<file path="config.mk">
export PLATFORM = sky130hd
export DESIGN_NAME = ram2_ctrl
export DESIGN_NICKNAME = d
export VERILOG_FILES = /design/src/rtl/ram2_ctrl_pkg.sv /design/src/rtl/ram2_ctrl_byte_merge.sv /design/src/rtl/ram2_ctrl.sv
export SDC_FILE = /design/constraint.sdc
export NUM_CORES = 1
export LEC_CHECK = 0
export ABC_AREA = 1
export CAP_MARGIN = 20
export CORE_MARGIN = 2
export CORE_UTILIZATION = 48
export CTS_CLUSTER_SIZE = 28
export DETAILED_ROUTE_END_ITERATION = 7
export PLACE_DENSITY = 0.83
export SYNTH_ARGS = -nofsm -noshare
export SYNTH_HDL_FRONTEND = slang
export SYNTH_SLANG_ARGS = --single-unit
</file>
<file path="constraint.sdc">
create_clock -name clk -period 7.2 [get_ports clk]
set_clock_uncertainty 0.2 [all_clocks]
set_input_delay 1.44 -clock clk [delete_from_list [all_inputs] [get_ports clk]]
set_output_delay 1.44 -clock clk [all_outputs]
set_load 0.005 [all_outputs]
</file>
<file path="src/rtl/ram2_ctrl_pkg.sv">
// ram2_ctrl_pkg: shared widths, RAM enable encodings and RAM2 controller state encodings.
package ram2_ctrl_pkg;
  localparam int DATA_BUS = 32;
  localparam int DATA_ADDR_BUS = 32;
  localparam logic RAM_CHIP_ENABLE = 1'b1;
  localparam logic RAM_CHIP_DISABLE = 1'b0;
  localparam logic READ_ENABLE = 1'b1;
  localparam logic READ_DISABLE = 1'b0;
  localparam logic WRITE_ENABLE = 1'b1;
  localparam logic WRITE_DISABLE = 1'b0;
  typedef enum logic [1:0] {RAM2_IDLE, RAM2_RD, RAM2_WR, RAM2_DONE} ram2_state_e;
endpackage

</file>
<file path="src/rtl/ram2_ctrl_byte_merge.sv">
// byte_merge: per-lane select of new bytes over old ones; sel[3] owns bits 31:24.
module byte_merge
  import ram2_ctrl_pkg::*;
(
  input  logic [DATA_BUS-1:0] old_word,
  input  logic [DATA_BUS-1:0] new_word,
  input  logic [3:0]          sel,
  output logic [DATA_BUS-1:0] merged
);
  for (genvar b = 0; b < 4; b++) begin : g_lane
    assign merged[8*b +: 8] = sel[b] ? new_word[8*b +: 8] : old_word[8*b +: 8];
  end
endmodule

</file>
<file path="src/rtl/ram2_ctrl.sv">
// ram2_ctrl: MEM-stage to RAM2 bridge; stalls the pipeline while reads, writes and
// read-modify-write partial stores are carried out.
module ram2_ctrl
  import ram2_ctrl_pkg::*;
(
  input  logic                     clk,
  input  logic                     rst,
  input  logic                     mem_ce_i,
  input  logic                     mem_we_i,
  input  logic [DATA_ADDR_BUS-1:0] mem_addr_i,
  input  logic [3:0]               mem_sel_i,
  input  logic [DATA_BUS-1:0]      mem_data_i,
  output logic [DATA_BUS-1:0]      mem_data_o,
  output logic                     stallreq_o,
  output logic                     ram_ce_o,
  output logic                     ram_re_o,
  output logic                     ram_we_o,
  output logic [DATA_ADDR_BUS-1:0] ram_addr_o,
  output logic [DATA_BUS-1:0]      ram_data_o,
  input  logic [DATA_BUS-1:0]      ram_data_i
);
  ram2_state_e state;
  logic [11:0] addr_q;
  logic we_q;
  logic [3:0] sel_q;
  logic [DATA_BUS-1:0] data_q;
  logic [DATA_BUS-1:0] rdata_q;
  logic [DATA_BUS-1:0] merged;
  logic active;
  logic unused_addr_bits;
  assign unused_addr_bits = ^{mem_addr_i[31:14], mem_addr_i[1:0]};
  byte_merge u_merge (
    .old_word(rdata_q),
    .new_word(data_q),
    .sel(sel_q),
    .merged(merged)
  );
  always_ff @(posedge clk or posedge rst) begin
    if (rst) begin
      state <= RAM2_IDLE;
      addr_q <= '0;
      we_q <= 1'b0;
      sel_q <= '0;
      data_q <= '0;
      rdata_q <= '0;
      mem_data_o <= '0;
    end else begin
      case (state)
        RAM2_IDLE: if (mem_ce_i) begin
          addr_q <= mem_addr_i[13:2];
          we_q <= mem_we_i;
          sel_q <= mem_sel_i;
          data_q <= mem_data_i;
          // partial writes read the old word first; an empty write touches no RAM
          state <= !mem_we_i ? RAM2_RD : mem_sel_i == 4'hF ? RAM2_WR :
                   mem_sel_i == 4'h0 ? RAM2_DONE : RAM2_RD;
          if (mem_we_i && mem_sel_i == 4'h0) mem_data_o <= '0;
        end
        RAM2_RD: begin
          rdata_q <= ram_data_i;
          state <= we_q ? RAM2_WR : RAM2_DONE;
          if (!we_q) mem_data_o <= ram_data_i;
        end
        RAM2_WR: begin
          state <= RAM2_DONE;
          mem_data_o <= '0;
        end
        default: state <= RAM2_IDLE;
      endcase
    end
  end
  assign active = state == RAM2_RD || state == RAM2_WR;
  assign stallreq_o = rst ? 1'b0 : state == RAM2_IDLE ? mem_ce_i : active;
  assign ram_ce_o = active ? RAM_CHIP_ENABLE : RAM_CHIP_DISABLE;
  assign ram_re_o = state == RAM2_RD ? READ_ENABLE : READ_DISABLE;
  assign ram_we_o = state == RAM2_WR ? WRITE_ENABLE : WRITE_DISABLE;
  assign ram_addr_o = active ? {20'b0, addr_q} : '0;
  assign ram_data_o = state == RAM2_WR ? merged : '0;
endmodule

</file>
==> results of run 1 <==
-- report_power, final --
part	internal [W]	total [W]	switching [W]
clock	0.000576	0.000858	0.000282
sequential	0.000936	0.00106	0.000121
combinational	0.000643	0.00140	0.000759
-- cell usage in the layout (no fill, tap or decap) --
master           count
clkdlybuf4s50_1    163
nand2_1            125
dfrtp_1            115
inv_1               91
o21ai_0             65
mux2_2              44
a21oi_1             38
nand3_1             34
conb_1              20
clkbuf_16           16
nor2_1               8
clkinv_2             6
bufinv_16            4
nand2_2              3
ha_1                 3
clkbuf_8             3
clkbuf_1             2
buf_4                2
inv_2                1
nor2_4               1
inv_4                1
ha_2                 1
clkinvlp_4           1
buf_16               1
buf_8                1
buf_12               1
-- through the flow --
stage / instances / util / setup slack (ps) / cell area, um2
floorplan: 599 / - / 2520 / 5390
global placement: 855 / 0.636 / 2780 / 6890
detailed placement: 856 / 0.637 / 2770 / 6910
CTS: 888 / 0.693 / 2490 / 7520
global route: 890 / 0.697 / 2650 / 7560
finish: 890 / 0.697 / 2760 / 7560
-- worst min path at each step --
stage	from	endpoint	slack [ps]
CTS	mem_data_o[1]	mem_data_o[1]	270
global route	mem_data_o[24]	mem_data_o[24]	300
detailed placement	mem_data_o[1]	mem_data_o[1]	260
floorplan	mem_data_o[0]	mem_data_o[0]	270
finish	mem_data_o[19]	mem_data_o[19]	270
global placement	mem_data_o[3]	mem_data_o[3]	250
-- state kept, by name, indices dropped and copies added (netlist names) --
| register | flops |
|---|---|
| state | 2 |
| sel_q | 4 |
| mem_data_o | 32 |
| addr_q | 12 |
| data_q | 32 |
| we_q | 1 |
| rdata_q | 32 |
-- area by class of cell --
class / count / area, um2 / area share
flip-flops and latches: 115 / 2880 / 0.381
multi-input cells: 342 / 1840 / 0.243
repair buffers: 168 / 1710 / 0.226
inverters: 93 / 352 / 0.0465
clock inverters: 11 / 158 / 0.0209
clock buffers: 21 / 449 / 0.0594
well taps: 140 / 175 / 0.0232
-- per-layer routing --
layer	vias to the layer above	routed length, um
li1	2110	-
met1	2092	5580
met2	159	6770
met3	20	730
met4	0	203
met5	-	0
-- worst max-delay path, stage by stage --
cell,delay [ps]
clkdlybuf4s50_1,490
inv_1,50
nand2_1,120
nand2_2,110
nor2_1,100
clkdlybuf4s50_1,500
-- cell families (layout without fill, tap and decap cells) --
kind of cell             count (synthesis)  count (layout)  share of synthesized area
multiplexers                            44              44                     0.0931
adder cells (fa/ha/maj)                  4               4                    0.00940
buffers and inverters                  142             293                      0.128
other                                    1              20                   0.000705
AO/OA/AOI/OAI                          103             103                     0.0968
AND/OR/NAND/NOR                        171             171                      0.131
flip-flops                             115             115                      0.541
==> flow_summary.yaml, run 1 <==
power_and_ir_drop:
  ir_worst_vdd_v: 0.000291
  leakage_nw: 3.81
  finalPower_w: 0.00332
  powerDensity_mw_per_mm2: 439
synth:
  synth_cells: 580
  synth_top_cell_by_area: "dfrtp_1"
  yosysMostFrequentCell: "nand2_1"
  synth_edf_count: 0
  synthFlopType: "dfrtp_1"
  synth_commonest_cells: "nand2_1 (125), dfrtp_1 (115), inv_1 (92)"
  synth_area_mm2: 0.00532
  synthTopCellsByArea: "dfrtp_1 (54%), mux2_2 (9.3%), nand2_1 (8.8%)"
  syn_avg_cell_area_um2: 9.18
  ys_seq_area_frac: 0.541
  async_flop_share: 1.00
  ys_types: 17
  synth_top_area_share: 0.541
  synth-seq-cells: 115
  yosysWarnings: 0
clock_tree:
  root_buffer: "clkbuf_8"
  cts_tree: "done"
  post_cts_buffers: 0
  cts_made_buffers: 17
  ctsResizeCount: 0
  cts.sinks: 115
  cts_hold_buf: 0
  ctsHtreeMaxLevel: 4
  clock_latency_ps: 510
  cts_buffer_depth: 2
  cts.clk_slew.worst_paths_ps: 50
global_routing:
  grt_max_degree: 70
  grt_util_met2: 0.396
  grt-ovfl-total: 0
  grt.met3_usage: 0.0557
  grt_use_met1: 0.290
  grt_use_total: 0.233
  grt_busiest_layer: "met2"
  antenna_found_initial: 0
  grt_pass1_wl_mm: 21.1
  grt_pass1_vias: 4340
route:
  drt-total-wl_mm: 13.3
  viasPerCell: 4.92
  routedWlPerCell_um: 14.9
  drc: 0
  drt-initial-drc-count: 230
  first_pass_iters: 5
  ant_nets: 0
  routed-via-count: 4381
worst_setup_path:
  crit_end: "stallreq_o"
  cp-start-kind: "primary input"
  rr_startpoint: "state[0]"
  rr_endpoint: "mem_data_o[16]"
  rrSetupSlack_ps: 3880
  crit_path_end_kind: "primary output"
  cp_max_fo: 3
  critPathRequiredTime_ps: 5560
  crit_type: "in -> out"
  r2r_cells: 9
  cp_data_arrival_time_ps: 2800
  startpoint: "mem_ce_i"
layout:
  fillers: 840
  diodes: 0
  area_growth_pct: 42.0
  finalNetCount: 845
  drive_gt1_frac: 0.115
sta:
  rsz0062_at_grt: "false"
  layout_min_cycle_time_ps: 4440
  finalSetupViolCount: 0
  fin_setup_tns_ps: 0
  final_max_slew_viol_count: 0
  relSlewSlack: 0.420
  fin_crit_sh: 0.617
  holdWs_ps: 271
  tightest_slew_ps: 870
  final_hold_viol_count: 0
  fmax_ghz: 0.225
placement:
  hpwl_mm: 9.05
  globalplace.congestion: 0.816
  portBuffers: 163
min_path:
  hp-class: "reg -> reg"
  holdPathStages: 2
die:
  coreArea_mm2: 0.0108
  dieArea_mm2: 0.0119
  fp.dieH_um: 109
  io-pin-count: 204
  die_x_um: 109
  start_util: 0.491
  num_rows: 38
status:
  status: "finished, final reports clean"
flow_run:
  timing.max_cap.violations: 0
(Power assumes the default switching activity.)
==> run 2, diff against run 1 <==
--- a/config.mk
+++ b/config.mk
@@ -8,10 +8,10 @@
 export ABC_AREA = 1
 export CAP_MARGIN = 20
 export CORE_MARGIN = 2
-export CORE_UTILIZATION = 48
+export CORE_UTILIZATION = 44
 export CTS_CLUSTER_SIZE = 28
 export DETAILED_ROUTE_END_ITERATION = 7
-export PLACE_DENSITY = 0.83
+export PLACE_DENSITY = 0.77
 export SYNTH_ARGS = -nofsm -noshare
 export SYNTH_HDL_FRONTEND = slang
 export SYNTH_SLANG_ARGS = --single-unit
==> constraint.sdc (replaced) <==
create_clock -name clk -period 4.5 [get_ports clk]
set_clock_uncertainty 0.2 [all_clocks]
set_input_delay 0.9 -clock clk [delete_from_list [all_inputs] [get_ports clk]]
set_output_delay 0.9 -clock clk [all_outputs]
set_load 0.005 [all_outputs]
==> flow_summary.yaml, run 2 (synthesized netlist as in run 1, its figures left out) <==
global_routing:
  grt_use_total: 0.217
  grt_max_degree: 91
  grt_pass1_wl_mm: 21.6
  grt-ovfl-total: 0
  grt_pass1_vias: 4405
  antenna_found_initial: 0
die:
  die_x_um: 114
  start_util: 0.447
  fp.dieH_um: 114
  num_rows: 40
  io-pin-count: 204
  coreArea_mm2: 0.0119
  dieArea_mm2: 0.0130
layout:
  stdcell_area_mm2: 0.00753
  final_util: 0.632
  multiInputGateArea_mm2: 0.00184
  largest_registers: "data_q (32), mem_data_o (32), rdata_q (32)"
  diodes: 0
  fillers: 1005
  area_growth_pct: 41.4
  layout_common_cells: "clkdlybuf4s50_1 (163), nand2_1 (125), dfrtp_1 (115)"
  finalNetCount: 848
  drive_gt1_frac: 0.115
  seq_area_mm2: 0.00288
  layout_commonest_cell: "clkdlybuf4s50_1"
worst_setup_path:
  r2r_cells: 10
  cp_max_fo: 20
  rr_startpoint: "state[0]"
  crit_path_end_kind: "primary output"
  rr_endpoint: "mem_data_o[9]"
  critPathRequiredTime_ps: 3400
  rrSetupSlack_ps: 1660
  crit_type: "reg -> out"
  cp_data_arrival_time_ps: 2500
  cp-start-kind: "flop"
route:
  drc: 0
  drt-initial-drc-count: 231
  viasPerCell: 4.81
  ant_nets: 0
  routedWlPerCell_um: 14.8
  first_pass_iters: 4
  routed-via-count: 4315
  drt-total-wl_mm: 13.3
clock_tree:
  ctsHtreeMaxLevel: 4
  cts_buffer_depth: 2
  cts_hold_buf: 0
  cts_made_buffers: 17
  root_buffer: "clkbuf_16"
  clock_latency_ps: 410
  post_cts_buffers: 0
  cts.sinks: 115
  ctsResizeCount: 0
  cts_tree: "done"
  cts.clk_slew.worst_paths_ps: 50
sta:
  final_hold_viol_count: 0
  finalSetupViolCount: 0
  fmax_ghz: 0.277
  holdWs_ps: 265
  fin_crit_sh: 0.801
  tightest_slew_ps: 921
  layout_min_cycle_time_ps: 3600
  rsz0062_at_grt: "false"
  final_max_slew_viol_count: 0
  relSlewSlack: 0.384
  fin_setup_tns_ps: 0
  finalWorstSetupSlack_ps: 896
status:
  status: "finished, final reports clean"
min_path:
  hp-class: "reg -> reg"
  holdPathStages: 2
  worstHoldEndpoint: "mem_data_o[30]"
  min_from: "mem_data_o[30]"
placement:
  globalplace.congestion: 0.844
  dpl_cell_area_mm2: 0.00693
  hpwl_mm: 9.29
  portBuffers: 163
  place_ws_ps: 985
power_and_ir_drop:
  powerDensity_mw_per_mm2: 684
  ir_worst_vdd_v: 0.000337
  leakage_nw: 3.79
flow_run:
  timing.max_cap.violations: 0
## run 2: cell types whose count changed in the layout (fill, tap and decap cells not counted), sizes merged
cell / change
clkinvlp: -1
clkbuf: +4
clkinv: -2
buf: +3
bufinv: -3
## run 2: how the worst max path moves through the flow
| stage | start | to | slack [ps] | cells past startpoint |
|---|---|---|---|---|
| after CTS | state[0] | ram_data_o[19] | 550 | 5 |
| after global routing | state[0] | ram_data_o[13] | 800 | 6 |
| after global placement | state[0] | ram_data_o[13] | 1090 | 5 |
| final | state[0] | ram_data_o[13] | 900 | 6 |
| after detailed placement | state[0] | ram_data_o[6] | 990 | 5 |
| after floorplan | rst | addr_q[0] | 360 | 1 |
## run 2: layout make-up
| cell class | count | share of cell area |
|---|---|---|
| multi-input combinational | 342 | 0.244 |
| inverter | 93 | 0.0467 |
| clock inverter | 5 | 0.00665 |
| timing repair buffer | 171 | 0.228 |
| sequential | 115 | 0.382 |
| tap | 147 | 0.0244 |
| clock buffer | 25 | 0.0672 |
## run 2: per-stage QoR
step	total power, W	std cells
finish	0.00515	898
global route	0.00553	898
CTS	0.00518	896
detailed placement	0.00391	866
global placement	0.00381	866
floorplan	0.00304	599
## run 2: critical path: stages (launching register included)
cell	delay [ps]
dfrtp_1	400
inv_1	100
ha_1	520
buf_8	240
o21ai_0	110
a21oi_1	190
clkdlybuf4s50_1	530
## run 2: per-layer routing
layer | vias up | wire (um) | track usage
met5 | - | 0 | 0
met4 | 0 | 117 | 0.0732
met3 | 10 | 1010 | 0.0749
met2 | 162 | 6680 | 0.363
met1 | 2030 | 5470 | 0.262
li1 | 2113 | - | -
## run 2: report_power, final
group / internal [W] / total (W) / leakage [nW] / switching, W
registers: 0.00150 / 0.00170 / 1.42 / 0.000199
clock network: 0.000820 / 0.00125 / 0.279 / 0.000428
logic: 0.00101 / 0.00220 / 2.10 / 0.00119
total: 0.00333 / 0.00515 / 3.79 / 0.00181
